<file path="src/rtl/memory_arbiter_pkg.sv">
// Shared memory-interface types: request function/mask encodings plus the
// arbiter's state and owner enums.
package Bundle;

    typedef enum logic {
        M_XRD = 1'b0,
        M_XWR = 1'b1
    } MemoryWriteSignal;

    typedef enum logic [2:0] {
        MT_X  = 3'd0,
        MT_B  = 3'd1,
        MT_H  = 3'd2,
        MT_W  = 3'd3,
        MT_BU = 3'd4,
        MT_HU = 3'd5
    } MemoryMaskType;

    typedef enum logic [1:0] {
        IDLE  = 2'd0,
        ISSUE = 2'd1,
        WAIT  = 2'd2
    } ArbState;

    typedef enum logic {
        OWN_IMEM = 1'b0,
        OWN_DMEM = 1'b1
    } ArbOwner;

    typedef struct packed {
        logic [31:0]      addr;
        MemoryWriteSignal fcn;
        MemoryMaskType    typ;
        logic [31:0]      data;
    } mem_req_t;

endpackage

</file>
<file path="src/rtl/memory_arbiter_pick.sv">
// Grant selection: data port wins unless the fetch port has been starved
// for the full limit, in which case a waiting fetch is forced through.
module arbiter_pick (
    input  logic imem_valid,
    input  logic dmem_valid,
    input  logic starve_hit,
    output logic grant_imem,
    output logic grant_dmem
);

    assign grant_imem = imem_valid && (!dmem_valid || starve_hit);
    assign grant_dmem = dmem_valid && !grant_imem;

endmodule

</file>
<file path="src/rtl/memory_arbiter.sv">
// Two-port (fetch/data) arbiter onto a single backing memory with one
// transaction in flight, fetch starvation guard and response timeout.
module memory_arbiter
    import Bundle::*;
#(
    parameter int unsigned TIMEOUT_CYCLES = 256,
    parameter int unsigned STARVE_LIMIT   = 4
) (
    input  logic             clk,
    input  logic             rst_n,
    input  logic             imem_req_valid,
    input  logic [31:0]      imem_req_addr,
    output logic             imem_req_ready,
    output logic             imem_resp_valid,
    output logic [31:0]      imem_resp_data,
    output logic             imem_resp_err,
    input  logic             dmem_req_valid,
    input  logic [31:0]      dmem_req_addr,
    input  MemoryWriteSignal dmem_req_fcn,
    input  MemoryMaskType    dmem_req_typ,
    input  logic [31:0]      dmem_req_data,
    output logic             dmem_req_ready,
    output logic             dmem_resp_valid,
    output logic [31:0]      dmem_resp_data,
    output logic             dmem_resp_err,
    output logic             mem_req_valid,
    input  logic             mem_req_ready,
    output logic [31:0]      mem_req_addr,
    output MemoryWriteSignal mem_req_fcn,
    output MemoryMaskType    mem_req_typ,
    output logic [31:0]      mem_req_data,
    input  logic             mem_resp_valid,
    input  logic [31:0]      mem_resp_data,
    output logic             cmiss_stall
);

    ArbState     state_q, state_d;
    ArbOwner     owner_q, owner_d;
    mem_req_t    req_q, req_d;
    logic [31:0] starve_q, starve_d;
    logic [31:0] tmo_q, tmo_d;
    logic [31:0] rdata_q, rdata_d;
    logic        ivld_q, ivld_d, dvld_q, dvld_d, rerr_q, rerr_d;
    logic        imem_v, dmem_v, grant_imem, grant_dmem;
    logic        starve_hit, tmo_hit, done, abort;

    // Requests are masked during reset so no ready can leak out combinationally.
    assign imem_v     = imem_req_valid && rst_n;
    assign dmem_v     = dmem_req_valid && rst_n;
    assign starve_hit = (starve_q == 32'(STARVE_LIMIT));
    // Decided one cycle early so the registered error pulse lands exactly
    // TIMEOUT_CYCLES after the grant, same alignment as a normal response.
    assign tmo_hit    = (TIMEOUT_CYCLES != 0) && (tmo_q + 32'd2 >= 32'(TIMEOUT_CYCLES));

    arbiter_pick u_pick (
        .imem_valid (imem_v),
        .dmem_valid (dmem_v),
        .starve_hit (starve_hit),
        .grant_imem (grant_imem),
        .grant_dmem (grant_dmem)
    );

    always_comb begin
        state_d        = state_q;
        owner_d        = owner_q;
        req_d          = req_q;
        starve_d       = starve_q;
        tmo_d          = tmo_q;
        rdata_d        = rdata_q;
        ivld_d         = 1'b0;
        dvld_d         = 1'b0;
        rerr_d         = 1'b0;
        done           = 1'b0;
        abort          = 1'b0;
        imem_req_ready = 1'b0;
        dmem_req_ready = 1'b0;
        mem_req_valid  = 1'b0;
        cmiss_stall    = 1'b1;
        case (state_q)
            IDLE: begin
                imem_req_ready = grant_imem;
                dmem_req_ready = grant_dmem;
                cmiss_stall    = (imem_v && !grant_imem) || (dmem_v && !grant_dmem);
                if (!imem_v)
                    starve_d = '0;
                if (grant_imem) begin
                    starve_d = '0;
                    owner_d  = OWN_IMEM;
                    req_d    = '{addr: imem_req_addr, fcn: M_XRD, typ: MT_W, data: 32'd0};
                    tmo_d    = '0;
                    state_d  = ISSUE;
                end else if (grant_dmem) begin
                    if (imem_v && !starve_hit)
                        starve_d = starve_q + 32'd1;
                    owner_d = OWN_DMEM;
                    req_d   = '{addr: dmem_req_addr, fcn: dmem_req_fcn,
                                typ: dmem_req_typ, data: dmem_req_data};
                    tmo_d   = '0;
                    state_d = ISSUE;
                end
            end
            ISSUE: begin
                // Withdraw the request on the abort cycle so memory never
                // accepts a transaction we are about to forget.
                mem_req_valid = !tmo_hit;
                tmo_d         = tmo_q + 32'd1;
                if (tmo_hit) begin
                    done  = 1'b1;
                    abort = 1'b1;
                end else if (mem_req_ready) begin
                    state_d = WAIT;
                end
            end
            WAIT: begin
                tmo_d = tmo_q + 32'd1;
                if (mem_resp_valid) begin
                    done = 1'b1;
                end else if (tmo_hit) begin
                    done  = 1'b1;
                    abort = 1'b1;
                end
            end
            default: state_d = IDLE;
        endcase
        if (done) begin
            state_d = IDLE;
            ivld_d  = (owner_q == OWN_IMEM);
            dvld_d  = (owner_q == OWN_DMEM);
            rerr_d  = abort;
            rdata_d = abort ? 32'd0 : mem_resp_data;
        end
    end

    always_ff @(posedge clk or negedge rst_n) begin
        if (!rst_n) begin
            state_q  <= IDLE;
            owner_q  <= OWN_IMEM;
            req_q    <= '0;
            starve_q <= '0;
            tmo_q    <= '0;
            rdata_q  <= '0;
            ivld_q   <= 1'b0;
            dvld_q   <= 1'b0;
            rerr_q   <= 1'b0;
        end else begin
            state_q  <= state_d;
            owner_q  <= owner_d;
            req_q    <= req_d;
            starve_q <= starve_d;
            tmo_q    <= tmo_d;
            rdata_q  <= rdata_d;
            ivld_q   <= ivld_d;
            dvld_q   <= dvld_d;
            rerr_q   <= rerr_d;
        end
    end

    assign mem_req_addr    = req_q.addr;
    assign mem_req_fcn     = req_q.fcn;
    assign mem_req_typ     = req_q.typ;
    assign mem_req_data    = req_q.data;
    assign imem_resp_valid = ivld_q;
    assign dmem_resp_valid = dvld_q;
    assign imem_resp_data  = rdata_q;
    assign dmem_resp_data  = rdata_q;
    assign imem_resp_err   = rerr_q && ivld_q;
    assign dmem_resp_err   = rerr_q && dvld_q;

endmodule

</file>
<file path="config.mk">
export PLATFORM = sky130hd
export DESIGN_NAME = memory_arbiter
export DESIGN_NICKNAME = d
export VERILOG_FILES = /design/src/rtl/memory_arbiter_pkg.sv /design/src/rtl/memory_arbiter_pick.sv /design/src/rtl/memory_arbiter.sv
export SDC_FILE = /design/constraint.sdc
export NUM_CORES = 1
export LEC_CHECK = 0
export BUFFER_PORTS_ARGS = -buffer_cell sky130_fd_sc_hd__buf_2
export CAP_MARGIN = 40
export CORE_UTILIZATION = 51
export CTS_CLUSTER_DIAMETER = 100
export DETAILED_ROUTE_END_ITERATION = 12
export HOLD_SLACK_MARGIN = 0.06
export PLACE_DENSITY_LB_ADDON = 0.15
export SYNTH_ARGS = -nofsm -noshare
export SYNTH_HDL_FRONTEND = slang
export SYNTH_SLANG_ARGS = --single-unit
export TNS_END_PERCENT = 5
</file>
<file path="constraint.sdc">
create_clock -name clk -period 3.3 [get_ports clk]
set_clock_uncertainty 0.1 [all_clocks]
set_input_delay 0.33 -clock clk [delete_from_list [all_inputs] [get_ports clk]]
set_output_delay 0.33 -clock clk [all_outputs]
set_load 0.05 [all_outputs]
</file>
==> impl_results.html, run 1 <==
<table>
<tr><th>Metric</th><th>Value</th></tr>
<tr><th colspan="2">Status</th></tr>
<tr><td>Status</td><td>complete, no violations</td></tr>
<tr><th colspan="2">Floorplan</th></tr>
<tr><td>Initial standard-cell utilization of the core</td><td>0.528</td></tr>
<tr><td>Y dimension of the die</td><td>131 um</td></tr>
<tr><td>Ports</td><td>278</td></tr>
<tr><td>Core box area</td><td>0.0161 sq mm</td></tr>
<tr><td>Die Footprint</td><td>0.0172 sq mm</td></tr>
<tr><td>Width of the die</td><td>131 um</td></tr>
<tr><td>Cell row count</td><td>46</td></tr>
<tr><th colspan="2">Global routing</th></tr>
<tr><td>Largest net degree at the start of global routing</td><td>162</td></tr>
<tr><td>All-Layer GR Usage</td><td>0.279</td></tr>
<tr><td>Via count of the first global-routing pass</td><td>7,375</td></tr>
<tr><td>Global route overflow</td><td>0</td></tr>
<tr><td>First-pass GRT wire length</td><td>36,700 um</td></tr>
<tr><td>Number of antenna violations at the first check in global routing</td><td>0</td></tr>
<tr><th colspan="2">Yosys</th></tr>
<tr><td>Post-synthesis simple-gate area fraction</td><td>0.168</td></tr>
<tr><td>Post-synthesis cell type with the largest combined area</td><td>dfrtp_1</td></tr>
<tr><td>Synth top area share</td><td>0.502</td></tr>
<tr><td>Main flop type after synthesis</td><td>dfrtp_1</td></tr>
<tr><td>Post-synthesis instance area</td><td>0.00848 sq mm</td></tr>
<tr><td>Largest family of logic cells by synthesized area</td><td>compound AO/OA/AOI/OAI gates</td></tr>
<tr><td>Mux contribution to synthesized area</td><td>0.0462</td></tr>
<tr><td>Area fraction in compound gates after synthesis</td><td>0.172</td></tr>
<tr><td>Proportion of register bits with asynchronous set or reset after synthesis</td><td>1.00</td></tr>
<tr><td>Synth cell types</td><td>62</td></tr>
<tr><td>Post-Synthesis Net Count</td><td>1,002</td></tr>
<tr><td>Post-synthesis sequential area ratio</td><td>0.502</td></tr>
<tr><td>Count of flip-flops with a built-in enable after synthesis</td><td>0</td></tr>
<tr><td>Mapped Cells</td><td>854</td></tr>
<tr><td>Area share of xor/xnor cells in the synthesized design</td><td>0.0310</td></tr>
<tr><td>YS warnings</td><td>0</td></tr>
<tr><td>Largest cells by area after synthesis</td><td>dfrtp_1 (50%), a22o_1 (7.0%), nand2_1 (4.8%)</td></tr>
<tr><td>Average cell area after synthesis</td><td>9.93 sq um</td></tr>
<tr><td>Share of synthesized cell area in full adder, half adder and majority cells</td><td>0.0148</td></tr>
<tr><td>Register bit count reported by yosys</td><td>170</td></tr>
<tr><th colspan="2">Pwr</th></tr>
<tr><td>Total design power</td><td>9.38 mW</td></tr>
<tr><td>Pwr/cell area</td><td>822 mW/mm^2</td></tr>
<tr><td>Total leakage power</td><td>5.88 nW</td></tr>
<tr><td>Max VDD drop</td><td>530 uV</td></tr>
<tr><th colspan="2">Setup path</th></tr>
<tr><td>Worst EP required</td><td>2870 ps</td></tr>
<tr><td>Category of the worst setup path capture point</td><td>output pin</td></tr>
<tr><td>Worst setup SP type</td><td>register</td></tr>
<tr><td>Worst reg2reg path endpoint</td><td>dmem_resp_data[12]</td></tr>
<tr><td>Path depth of the worst reg2reg path</td><td>11</td></tr>
<tr><td>Largest driver fanout on the critical path</td><td>11</td></tr>
<tr><td>R2R Setup Slk</td><td>240 ps</td></tr>
<tr><td>Startpoint of the worst-slack reg-to-reg timing path</td><td>tmo_q[16]</td></tr>
<tr><td>Data arrival time of the worst path</td><td>2840 ps</td></tr>
<tr><td>CP Class</td><td>register to output pin</td></tr>
<tr><th colspan="2">Placement</th></tr>
<tr><td>Post-DP HPWL</td><td>15,700 um</td></tr>
<tr><td>RD Place Congestion</td><td>0.953</td></tr>
<tr><td>Number of buffers added on ports</td><td>277</td></tr>
<tr><td>Post-placement setup slack</td><td>153 ps</td></tr>
<tr><td>Area after detailed placement</td><td>0.00983 sq mm</td></tr>
<tr><th colspan="2">Cells and area</th></tr>
<tr><td>Antenna diode instance count</td><td>0</td></tr>
<tr><td>Final Instance Area</td><td>0.0114 sq mm</td></tr>
<tr><td>Area growth syn-to-layout</td><td>34.5%</td></tr>
<tr><td>Commonest non-fill, non-tap cell in the layout</td><td>buf_2</td></tr>
<tr><td>Top library cells by usage in the layout, fill and taps aside</td><td>buf_2 (274), dfrtp_1 (158), nand2_1 (107), o21ai_0 (77), dlygate4sd3_1 (69)</td></tr>
<tr><td>Share of cells above drive strength 1</td><td>0.331</td></tr>
<tr><td>Total Nets Final</td><td>1,327</td></tr>
<tr><th colspan="2">STA</th></tr>
<tr><td>Post-route setup slack</td><td>27.9 ps</td></tr>
<tr><td>Endpoints failing setup</td><td>0</td></tr>
<tr><td>RSZ-0062 raised after global routing</td><td>yes</td></tr>
<tr><td>Worst-case headroom to the max-slew limit</td><td>0.395</td></tr>
<tr><td>Max-slew violation total from the final report</td><td>0</td></tr>
<tr><td>Final Hold Viols</td><td>0</td></tr>
<tr><td>Min Clock Period, post-route</td><td>3270 ps</td></tr>
<tr><td>Worst Max-Slew Pin Slew</td><td>908 ps</td></tr>
<tr><td>Final-layout setup total negative slack</td><td>0 ps</td></tr>
<tr><td>Peak Freq</td><td>0.306 GHz</td></tr>
<tr><td>Final period util</td><td>0.992</td></tr>
<tr><th colspan="2">Worst hold path</th></tr>
<tr><td>Hold Startpoint</td><td>imem_req_addr[10]</td></tr>
<tr><td>Worst hold path cell count</td><td>3</td></tr>
<tr><td>Hold Crit Class</td><td>input port to register</td></tr>
<tr><td>Capture endpoint of the worst hold path</td><td>mem_req_addr[10]</td></tr>
<tr><th colspan="2">Flow run</th></tr>
<tr><td>Max-cap violations</td><td>0</td></tr>
<tr><th colspan="2">Drt</th></tr>
<tr><td>DR pass1 iterations</td><td>5</td></tr>
<tr><td>Ratio of routed vias to standard cells</td><td>5.59</td></tr>
<tr><td>1st-iter DRT viols</td><td>711</td></tr>
<tr><td>Number of DRC violations after detailed routing</td><td>0</td></tr>
<tr><td>Post-DR wirelength/cell</td><td>17.1 um</td></tr>
<tr><td>DRT antenna net count</td><td>0</td></tr>
<tr><td>Count of vias placed by the detailed router</td><td>7,867</td></tr>
<tr><td>Wire length after detailed routing</td><td>24,100 um</td></tr>
<tr><th colspan="2">Clocking</th></tr>
<tr><td>Number of sinks driven by the clock tree</td><td>170</td></tr>
<tr><td>Number of CTS-inserted buffers</td><td>17</td></tr>
<tr><td>Skew-Pair Late Insertion Delay</td><td>430 ps</td></tr>
<tr><td>Clock tree from TritonCTS</td><td>done</td></tr>
<tr><td>Clock-pin transition on the worst setup and hold timing paths</td><td>70 ps</td></tr>
<tr><td>Root buffer selected by CTS</td><td>clkbuf_16</td></tr>
<tr><td>H-tree depth reported by CTS</td><td>4</td></tr>
<tr><td>Clock tree buffer depth</td><td>2</td></tr>
</table>
[sequential cells by signal, summed over array words and instances, names as in the netlist, 2 cells and up]
| register | cells |
|---|---|
| dmem_resp_data | 32 |
| starve_q | 32 |
| mem_req_typ | 3 |
| mem_req_addr | 32 |
| state_q | 2 |
| mem_req_data | 32 |
| tmo_q | 32 |
[logic make-up (layout without fill, tap and decap cells)]
| family | Yosys count | in the layout |
|---|---|---|
| flops | 170 | 170 |
| compound gates | 212 | 212 |
| simple gates | 294 | 294 |
| fa+ha+maj | 10 | 10 |
| xor+xnor | 30 | 30 |
| mux | 39 | 39 |
| buf+inv | 99 | 437 |
[through the flow]
| step | utilization | instances | hold WS (ps) |
|---|---|---|---|
| floorplan | - | 854 | -65.6 |
| global placement | 0.612 | 1288 | 79.1 |
| detailed placement | 0.612 | 1288 | 79.5 |
| CTS | 0.701 | 1398 | 73.8 |
| global route | 0.711 | 1408 | 88.2 |
| finish | 0.711 | 1408 | 87.4 |
[per-layer routing]
layer  up-vias  GRT usage  wire length (um)
met1      3758      0.345              9840
li1       3679          -                 -
met4         0      0.132               788
met3        69     0.0521              1330
met5         -          0                 0
met2       361      0.472             12100
[critical path: stages (launching register included)]
cell and delay (ps):
dfrtp_1 590, nand2_1 160, nor4_2 340, nand3_1 130, xor2_1 150, o21ai_0 160
nor4_4 350, and3b_4 250, and2_4 150, buf_8 140
[cell usage after synthesis, types with 5 or more instances]
library cell,number
buf_6,8
nor3_1,13
nor2_1,58
a22o_1,68
buf_2,5
o21ai_0,77
and2_1,8
clkbuf_1,33
xor2_1,20
mux2i_1,38
o31ai_1,10
nand2_1,109
a21oi_1,21
ha_1,10
nor4_1,12
nand4_1,21
and3_1,13
or3_1,6
nand3_1,32
dfrtp_1,170
buf_4,33
inv_1,17
xnor2_1,10
[report_power, final]
part,internal [mW],switching (mW),leakage [nW],total (mW)
combinational,1.16,3.29,3.36,4.46
sequential,2.62,0.365,2.24,2.98
clock,1.07,0.872,0.280,1.95
total,4.85,4.53,5.88,9.38
[how the worst max path moves through the flow]
stage | from | to | slack, ps | cells after the start
after floorplan | tmo_q[1] | mem_req_valid | 320 | 9
after global placement | tmo_q[4] | mem_req_valid | 230 | 9
after detailed placement | tmo_q[1] | mem_req_valid | 150 | 10
after CTS | tmo_q[12] | mem_req_valid | 0.2 | 9
after global routing | tmo_q[16] | mem_req_valid | -100 | 9
final | tmo_q[16] | mem_req_valid | 30 | 9
[timing repair]
action | in CTS | in global routing
setup buffers | 9 | 10
pin swaps | 7 | 10
hold buffers | 69 | 0
setup endpoints to repair | 3 | 11
hold endpoints to repair | 77 | 0
resized for setup | 24 | 18
[cell type report]
cell class,instances,area [sq um]
flip-flops and latches,170,4270
clock inverters,14,136
repair buffers,386,2410
multi-input cells,585,3820
fillers,1159,4650
inverters,19,71.3
clock buffers,18,439
well taps,216,270
Power figures use the tool's default switching activity.
==> inputs of run 2 (changes only) <==
Settings changed: SYNTH_HIERARCHICAL set to 1.
==> run 2 against run 1 <==
  * Die area shrank 0.39%
  * Global-route usage up 0.13 points
  * Clock power is 4% higher
==> impl_results.html, run 2 <==
<table>
<tr><th>Metric</th><th>Value</th></tr>
<tr><th colspan="2">Status</th></tr>
<tr><td>Status</td><td>complete, no violations</td></tr>
<tr><th colspan="2">Flow run</th></tr>
<tr><td>Max-cap violations</td><td>0 (unchanged)</td></tr>
<tr><th colspan="2">Yosys</th></tr>
<tr><td>Post-Synthesis Net Count</td><td>975 (-2.7%)</td></tr>
<tr><td>Post-synthesis cell type with the largest combined area</td><td>dfrtp_1</td></tr>
<tr><td>Largest cells by area after synthesis</td><td>dfrtp_1 (50%), a22o_1 (6.8%), mux2i_1 (4.5%)</td></tr>
<tr><td>Post-synthesis sequential area ratio</td><td>0.504 (+0.00201)</td></tr>
<tr><td>Synth top area share</td><td>0.504 (+0.00201)</td></tr>
<tr><td>Proportion of register bits with asynchronous set or reset after synthesis</td><td>1.00 (unchanged)</td></tr>
<tr><td>Post-synthesis instance area</td><td>0.00845 sq mm (-0.40%)</td></tr>
<tr><td>Most used standard cells in the synthesized netlist</td><td>dfrtp_1 (170), nor2_1 (72), nand2_1 (67), a22o_1 (66), o21ai_0 (50)</td></tr>
<tr><td>YS warnings</td><td>6 (+6)</td></tr>
<tr><td>Synth cell types</td><td>54 (-13%)</td></tr>
<tr><td>Main flop type after synthesis</td><td>dfrtp_1</td></tr>
<tr><td>Mapped Cells</td><td>827 (-3.2%)</td></tr>
<tr><td>Count of flip-flops with a built-in enable after synthesis</td><td>0 (unchanged)</td></tr>
<tr><td>Average cell area after synthesis</td><td>10.2 sq um (+2.9%)</td></tr>
<tr><td>Register bit count reported by yosys</td><td>170 (unchanged)</td></tr>
<tr><td>Count leader, synth</td><td>dfrtp_1</td></tr>
<tr><th colspan="2">Cells and area</th></tr>
<tr><td>Commonest non-fill, non-tap cell in the layout</td><td>buf_2</td></tr>
<tr><td>Area growth syn-to-layout</td><td>34.9%</td></tr>
<tr><td>Antenna diode instance count</td><td>0 (unchanged)</td></tr>
<tr><td>Top library cells by usage in the layout, fill and taps aside</td><td>buf_2 (275), dfrtp_1 (170), nor2_1 (70), dlygate4sd3_1 (68), nand2_1 (67)</td></tr>
<tr><td>Register area</td><td>0.00425 sq mm (-0.35%)</td></tr>
<tr><td>Fillers</td><td>1,185 (+2.2%)</td></tr>
<tr><td>Total Nets Final</td><td>1,298 (-2.2%)</td></tr>
<tr><td>Footprint of the multi-input gates</td><td>0.00381 sq mm (-0.26%)</td></tr>
<tr><td>Share of cells above drive strength 1</td><td>0.321 (-0.00981)</td></tr>
<tr><th colspan="2">STA</th></tr>
<tr><td>Final period util</td><td>0.993 (about the same)</td></tr>
<tr><td>Peak Freq</td><td>0.305 GHz (about the same)</td></tr>
<tr><td>Final Hold Viols</td><td>0 (unchanged)</td></tr>
<tr><td>Final-layout setup total negative slack</td><td>0 ps (unchanged)</td></tr>
<tr><td>Min Clock Period, post-route</td><td>3280 ps (+3.16 ps)</td></tr>
<tr><td>Max-slew violation total from the final report</td><td>0 (unchanged)</td></tr>
<tr><td>RSZ-0062 raised after global routing</td><td>yes</td></tr>
<tr><td>Worst-case headroom to the max-slew limit</td><td>0.342 (-0.0524)</td></tr>
<tr><td>Endpoints failing setup</td><td>0 (unchanged)</td></tr>
<tr><td>Worst Max-Slew Pin Slew</td><td>987 ps (+78.6 ps)</td></tr>
<tr><td>Post-route setup slack</td><td>24.7 ps (-3.16 ps)</td></tr>
<tr><th colspan="2">Clocking</th></tr>
<tr><td>Clock tree from TritonCTS</td><td>done</td></tr>
<tr><td>H-tree depth reported by CTS</td><td>4 (unchanged)</td></tr>
<tr><td>Clock-pin transition on the worst setup and hold timing paths</td><td>70 ps (about the same)</td></tr>
<tr><td>Clock tree buffer depth</td><td>2 (unchanged)</td></tr>
<tr><td>Skew-Pair Late Insertion Delay</td><td>430 ps (about the same)</td></tr>
<tr><td>Root buffer selected by CTS</td><td>clkbuf_16</td></tr>
<tr><td>Number of sinks driven by the clock tree</td><td>170 (unchanged)</td></tr>
<tr><td>Number of CTS-inserted buffers</td><td>17 (unchanged)</td></tr>
<tr><th colspan="2">Drt</th></tr>
<tr><td>Ratio of routed vias to standard cells</td><td>5.51 (-1.3%)</td></tr>
<tr><td>Count of vias placed by the detailed router</td><td>7,601 (-3.4%)</td></tr>
<tr><td>1st-iter DRT viols</td><td>498 (-30%)</td></tr>
<tr><td>Wire length after detailed routing</td><td>23,700 um (-1.3%)</td></tr>
<tr><td>Number of DRC violations after detailed routing</td><td>0 (unchanged)</td></tr>
<tr><td>DR pass1 iterations</td><td>5 (unchanged)</td></tr>
<tr><td>Post-DR wirelength/cell</td><td>17.2 um (+0.80%)</td></tr>
<tr><td>DRT antenna net count</td><td>0 (unchanged)</td></tr>
<tr><th colspan="2">Pwr</th></tr>
<tr><td>Max VDD drop</td><td>708 uV (+34%)</td></tr>
<tr><td>Pwr/cell area</td><td>895 mW/mm^2 (+8.8%)</td></tr>
<tr><td>Total leakage power</td><td>5.53 nW (-5.9%)</td></tr>
<tr><th colspan="2">Setup path</th></tr>
<tr><td>Worst setup SP type</td><td>register</td></tr>
<tr><td>CP Class</td><td>register to output pin</td></tr>
<tr><td>Category of the worst setup path capture point</td><td>output pin</td></tr>
<tr><td>Worst EP required</td><td>2870 ps (about the same)</td></tr>
<tr><td>Largest driver fanout on the critical path</td><td>6 (-5)</td></tr>
<tr><td>Data arrival time of the worst path</td><td>2850 ps (about the same)</td></tr>
<tr><th colspan="2">Placement</th></tr>
<tr><td>RD Place Congestion</td><td>0.883 (-7.3%)</td></tr>
<tr><td>Number of buffers added on ports</td><td>277 (unchanged)</td></tr>
<tr><td>Post-DP HPWL</td><td>15,600 um (-0.93%)</td></tr>
<tr><td>Post-placement setup slack</td><td>-42.3 ps (-195 ps)</td></tr>
<tr><th colspan="2">Floorplan</th></tr>
<tr><td>Initial standard-cell utilization of the core</td><td>0.528 (about the same)</td></tr>
<tr><td>Y dimension of the die</td><td>131 um (-0.19%)</td></tr>
<tr><td>Core box area</td><td>0.0160 sq mm (-0.36%)</td></tr>
<tr><td>Die Footprint</td><td>0.0171 sq mm (-0.39%)</td></tr>
<tr><td>Ports</td><td>278 (unchanged)</td></tr>
<tr><td>Width of the die</td><td>131 um (-0.19%)</td></tr>
<tr><td>Cell row count</td><td>46 (unchanged)</td></tr>
<tr><th colspan="2">Worst hold path</th></tr>
<tr><td>Hold Crit Class</td><td>input port to register</td></tr>
<tr><th colspan="2">Global routing</th></tr>
<tr><td>Global route overflow</td><td>0 (unchanged)</td></tr>
<tr><td>Via count of the first global-routing pass</td><td>7,336 (-0.53%)</td></tr>
<tr><td>First-pass GRT wire length</td><td>36,600 um (-0.25%)</td></tr>
<tr><td>Largest net degree at the start of global routing</td><td>168 (+3.7%)</td></tr>
<tr><td>Number of antenna violations at the first check in global routing</td><td>0 (unchanged)</td></tr>
<tr><td>All-Layer GR Usage</td><td>0.280 (+0.00126)</td></tr>
</table>
==> run 2: cell count changes after synthesis, moves of 12 or more <==
cell,change
o21ai_0,-27
xnor2_1,+12
nand2_1,-42
nor2_1,+14
==> run 2: kinds of logic after synthesis <==
family / share of synthesized area
AO/OA/AOI/OAI: 0.137
XOR/XNOR: 0.0539
adder cells (fa/ha/maj): 0.0148
buffers and inverters: 0.0598
flip-flops: 0.504
multiplexers: 0.0464
AND/OR/NAND/NOR: 0.185
==> run 2: area by class of cell <==
cell class,instances,area share
flip-flops and latches,170,0.373
multi-input cells,561,0.334
repair buffers,380,0.211
clock buffers,18,0.0377
well taps,216,0.0237
clock inverters,14,0.0143
inverters,20,0.00659
==> run 2: final timing paths <==
check / from / end / slack, ps / cells past startpoint
worst max register to register: starve_q[25] / tmo_q[23] / 80 / 13
worst min register to register: owner_q / imem_resp_valid / 350 / 1
min in group asynchronous: rst_n / dmem_resp_data[0] / 160 / 2
worst max-delay path: tmo_q[4] / mem_req_valid / 20 / 7
max in group asynchronous: rst_n / starve_q[13] / 1790 / 3
worst min-delay path: dmem_req_addr[13] / mem_req_addr[13] / 80 / 3
==> run 2: what timing repair did <==
item | 4_1_cts | 5_1_grt
hold buffers | 68 | 0
setup endpoints to repair | 6 | 24
buffers inserted | 0 | 1
pin swaps | 2 | 1
resized for setup | 13 | 8
endpoints found under the hold margin | 70 | 0
==> run 2: metal layers <==
| layer | wire [um] | up-vias | part of all wire | track usage |
|---|---|---|---|---|
| li1 | - | 3583 | - | - |
| met1 | 10000 | 3642 | 0.42 | 0.360 |
| met2 | 11600 | 315 | 0.49 | 0.459 |
| met3 | 1400 | 61 | 0.059 | 0.0590 |
| met4 | 755 | 0 | 0.032 | 0.124 |
| met5 | 0 | - | 0 | 0 |
==> run 2: worst max-delay path, stage by stage, from the launching register on <==
cell,delay (ps)
dfrtp_1,430
nand3_1,310
nor4_2,470
mux2i_1,140
a22oi_1,270
nand4_1,300
nor4_2,240
buf_4,250
==> run 2: report_power, final <==
part           internal (mW)  total, mW  switching [mW]
clock network           1.13       2.02           0.886
logic                   1.27       5.09            3.82
registers               2.67       3.09           0.419
==> run 2: stage by stage <==
stage | power, mW | hold WS (ps) | util | area, sq um | cells
floorplan | 7.00 | -65.6 | - | 8450 | 827
global placement | 8.03 | 36.0 | 0.626 | 10000 | 1278
detailed placement | 8.07 | 34.4 | 0.626 | 10000 | 1278
CTS | 10.2 | 62.3 | 0.710 | 11400 | 1378
global route | 10.7 | 69.9 | 0.712 | 11400 | 1379
finish | 10.2 | 80.7 | 0.712 | 11400 | 1379
==> inputs of run 3 (changes only) <==
Settings changed: GPL_ROUTABILITY_DRIVEN set to 1, SETUP_SLACK_MARGIN set to 0.1.
==> run 3 against run 2 <==
  * Non-clock buffer count rose by 8
  * Sequential share of layout area fell by 0.40 points
  * Worst setup slack improved by 130 ps
  * Via count rose by 0.96%
  * Register-to-register slack improved by 120 ps
  * Clock power barely moved
==> impl_results.html, run 3 (synthesized netlist as in run 2, its figures left out) <==
<table>
<tr><th>Metric</th><th>Value</th></tr>
<tr><th colspan="2">Status</th></tr>
<tr><td>Status</td><td>complete, no violations</td></tr>
<tr><th colspan="2">Drt</th></tr>
<tr><td>Count of vias placed by the detailed router</td><td>7,674 (+0.96%)</td></tr>
<tr><td>1st-iter DRT viols</td><td>459 (-7.8%)</td></tr>
<tr><td>Highest metal used</td><td>met4</td></tr>
<tr><td>Number of DRC violations after detailed routing</td><td>0 (unchanged)</td></tr>
<tr><td>Ratio of routed vias to standard cells</td><td>5.53 (+0.38%)</td></tr>
<tr><td>DR pass1 iterations</td><td>5 (unchanged)</td></tr>
<tr><td>Post-DR wirelength/cell</td><td>17.4 um (+1.2%)</td></tr>
<tr><td>Routed wl met3</td><td>1450 um (+3.4%)</td></tr>
<tr><td>Post-Route M1 WL</td><td>10,000 um (+0.19%)</td></tr>
<tr><td>Wire length after detailed routing</td><td>24,200 um (+1.8%)</td></tr>
<tr><td>Length of routed met2 wiring</td><td>11,800 um (+2.4%)</td></tr>
<tr><td>DRT antenna net count</td><td>0 (unchanged)</td></tr>
<tr><th colspan="2">Placement</th></tr>
<tr><td>RD Place Congestion</td><td>0.883 (unchanged)</td></tr>
<tr><td>Area after detailed placement</td><td>0.0100 sq mm (unchanged)</td></tr>
<tr><td>Number of buffers added on ports</td><td>277 (unchanged)</td></tr>
<tr><td>Post-DP HPWL</td><td>15,600 um (unchanged)</td></tr>
<tr><td>Post-placement setup slack</td><td>-42.3 ps (unchanged)</td></tr>
<tr><th colspan="2">Global routing</th></tr>
<tr><td>Via count of the first global-routing pass</td><td>7,420 (+1.1%)</td></tr>
<tr><td>All-Layer GR Usage</td><td>0.284 (+0.00387)</td></tr>
<tr><td>Global route overflow</td><td>0 (unchanged)</td></tr>
<tr><td>Number of antenna violations at the first check in global routing</td><td>0 (unchanged)</td></tr>
<tr><td>First-pass GRT wire length</td><td>37,100 um (+1.2%)</td></tr>
<tr><td>Largest net degree at the start of global routing</td><td>168 (unchanged)</td></tr>
<tr><th colspan="2">Clocking</th></tr>
<tr><td>Skew-Pair Late Insertion Delay</td><td>430 ps (about the same)</td></tr>
<tr><td>Number of sinks driven by the clock tree</td><td>170 (unchanged)</td></tr>
<tr><td>Root buffer selected by CTS</td><td>clkbuf_16</td></tr>
<tr><td>H-tree depth reported by CTS</td><td>4 (unchanged)</td></tr>
<tr><td>Clock-pin transition on the worst setup and hold timing paths</td><td>70 ps (about the same)</td></tr>
<tr><td>Clock tree buffer depth</td><td>2 (unchanged)</td></tr>
<tr><td>Number of CTS-inserted buffers</td><td>17 (unchanged)</td></tr>
<tr><td>Clock tree from TritonCTS</td><td>done</td></tr>
<tr><th colspan="2">Floorplan</th></tr>
<tr><td>Die Footprint</td><td>0.0171 sq mm (unchanged)</td></tr>
<tr><td>Width of the die</td><td>131 um (unchanged)</td></tr>
<tr><td>Initial standard-cell utilization of the core</td><td>0.528 (unchanged)</td></tr>
<tr><td>Ports</td><td>278 (unchanged)</td></tr>
<tr><td>Y dimension of the die</td><td>131 um (unchanged)</td></tr>
<tr><td>Cell row count</td><td>46 (unchanged)</td></tr>
<tr><td>Core box area</td><td>0.0160 sq mm (unchanged)</td></tr>
<tr><th colspan="2">Setup path</th></tr>
<tr><td>Worst setup SP type</td><td>register</td></tr>
<tr><td>Category of the worst setup path capture point</td><td>output pin</td></tr>
<tr><td>Largest driver fanout on the critical path</td><td>6 (unchanged)</td></tr>
<tr><td>Worst reg2reg path endpoint</td><td>tmo_q[23]</td></tr>
<tr><td>Path depth of the worst reg2reg path</td><td>13 (unchanged)</td></tr>
<tr><td>Setup crit start</td><td>tmo_q[4]</td></tr>
<tr><td>Crit-path max cell delay</td><td>520 ps (+50 ps)</td></tr>
<tr><td>Startpoint of the worst-slack reg-to-reg timing path</td><td>starve_q[30]</td></tr>
<tr><td>Worst path slowest cell</td><td>or4_1</td></tr>
<tr><td>Data arrival time of the worst path</td><td>2710 ps (-140 ps)</td></tr>
<tr><td>CP cell instances</td><td>and3_1 &gt; nand4_4 &gt; or4_1 &gt; and4_1 &gt; o2111ai_4 &gt; nor4_2 &gt; buf_4</td></tr>
<tr><td>Capturing instance or port of the critical path</td><td>mem_req_valid</td></tr>
<tr><td>R2R Setup Slk</td><td>200 ps (+120 ps)</td></tr>
<tr><td>Worst EP required</td><td>2870 ps (about the same)</td></tr>
<tr><td>CP Class</td><td>register to output pin</td></tr>
<tr><th colspan="2">Cells and area</th></tr>
<tr><td>Antenna diode instance count</td><td>0 (unchanged)</td></tr>
<tr><td>Final Instance Area</td><td>0.0115 sq mm (+1.2%)</td></tr>
<tr><td>Share of cells above drive strength 1</td><td>0.335 (+0.0140)</td></tr>
<tr><td>Area growth syn-to-layout</td><td>36.6%</td></tr>
<tr><td>Fillers</td><td>1,171 (-1.2%)</td></tr>
<tr><td>Top library cells by usage in the layout, fill and taps aside</td><td>buf_2 (274), dfrtp_1 (165), nor2_1 (69), dlygate4sd3_1 (68)</td></tr>
<tr><td>Total Nets Final</td><td>1,306 (+0.62%)</td></tr>
<tr><td>Commonest non-fill, non-tap cell in the layout</td><td>buf_2</td></tr>
<tr><th colspan="2">Pwr</th></tr>
<tr><td>Switching power</td><td>5.13 mW (about the same)</td></tr>
<tr><td>Proportion of power drawn by the clock network</td><td>0.197 (about the same)</td></tr>
<tr><td>Max VDD drop</td><td>707 uV (-0.15%)</td></tr>
<tr><td>Internal Power</td><td>5.09 mW (+0.31%)</td></tr>
<tr><td>Switching Share</td><td>0.502 (-0.000754)</td></tr>
<tr><td>Total leakage power</td><td>5.60 nW (+1.3%)</td></tr>
<tr><td>Fraction of power consumed by combinational cells</td><td>0.501 (+0.002)</td></tr>
<tr><td>Pwr/cell area</td><td>886 mW/mm^2 (-1.0%)</td></tr>
<tr><td>Flop pwr share</td><td>0.302 (about the same)</td></tr>
<tr><th colspan="2">STA</th></tr>
<tr><td>Peak Freq</td><td>0.318 GHz (+4.2%)</td></tr>
<tr><td>Final period util</td><td>0.952 (-0.0404)</td></tr>
<tr><td>Post-route setup slack</td><td>158 ps (+133 ps)</td></tr>
<tr><td>Worst Max-Slew Pin Slew</td><td>984 ps (-2.13 ps)</td></tr>
<tr><td>Min Clock Period, post-route</td><td>3140 ps (-133 ps)</td></tr>
<tr><td>Worst-case headroom to the max-slew limit</td><td>0.344 (+0.00142)</td></tr>
<tr><td>Max-slew violation total from the final report</td><td>0 (unchanged)</td></tr>
<tr><td>Final hold slack</td><td>81.0 ps (+0.287 ps)</td></tr>
<tr><td>RSZ-0062 raised after global routing</td><td>yes</td></tr>
<tr><td>Final Hold Viols</td><td>0 (unchanged)</td></tr>
<tr><td>Final-layout setup total negative slack</td><td>0 ps (unchanged)</td></tr>
<tr><td>Endpoints failing setup</td><td>0 (unchanged)</td></tr>
<tr><th colspan="2">Worst hold path</th></tr>
<tr><td>Hold Crit Class</td><td>input port to register</td></tr>
<tr><th colspan="2">Flow run</th></tr>
<tr><td>Max-cap violations</td><td>0 (unchanged)</td></tr>
</table>
run 3: final cells by class:
class	instances	area (sq um)	share of cell area
Clock inverter	14	163	0.0141
Timing Repair Buffer	388	2490	0.216
Tap cell	216	270	0.0234
Clock buffer	18	429	0.0372
Multi-Input combinational cell	561	3850	0.334
Sequential cell	170	4260	0.369
Inverter	20	75.1	0.00651
run 3: worst min-delay path by stage:
stage | to | slack, ps | depth (start not counted) | start
finish | mem_req_addr[13] | 80 | 3 | dmem_req_addr[13]
global route | dmem_resp_data[1] | 70 | 2 | mem_resp_data[1]
CTS | dmem_resp_data[1] | 60 | 2 | mem_resp_data[1]
detailed placement | dmem_resp_data[0] | 30 | 1 | rst_n
global placement | dmem_resp_data[0] | 40 | 1 | rst_n
floorplan | dmem_resp_data[0] | -70 | 0 | rst_n
run 3: repair_timing:
action	CTS	global route
setup endpoints to repair	9	56
resized for setup	19	18
pin swaps	4	3
buffers inserted	5	3
endpoints found under the hold margin	70	0
hold buffers	68	0
gates cloned	1	0
run 3: metrics by stage:
stage               std cells  utilization  power [mW]
detailed placement       1278        0.626        8.07
CTS                      1384        0.716        10.2
global placement         1278        0.626        8.03
floorplan                 827            -        7.00
global route             1387        0.721        10.7
finish                   1387        0.721        10.2
run 3: routing by layer:
layer / global-route usage / vias to the layer above
met4: 0.128 / 0
met3: 0.0590 / 62
met2: 0.465 / 322
met1: 0.364 / 3686
met5: 0 / -
li1: - / 3604
run 3: power by group through the flow:
| stage | Combinational (mW) | Clock [mW] | Sequential [mW] |
|---|---|---|---|
| 2_1_floorplan | 2.08 | 0 | 4.92 |
| 3_3_place_gp | 4.96 | 0 | 3.08 |
| 3_5_place_dp | 4.99 | 0 | 3.09 |
| 4_1_cts | 5.09 | 2.04 | 3.06 |
| 5_1_grt | 5.42 | 2.13 | 3.17 |
| 6_report | 5.12 | 2.01 | 3.09 |
run 3: critical path, delay by kind of cell, from the launching register on:
family	cells	cell delay, ps
and+or+nand+nor	5	1370
buffers and inverters	1	200
AOI/OAI and AO/OA	1	250
DFF	1	450
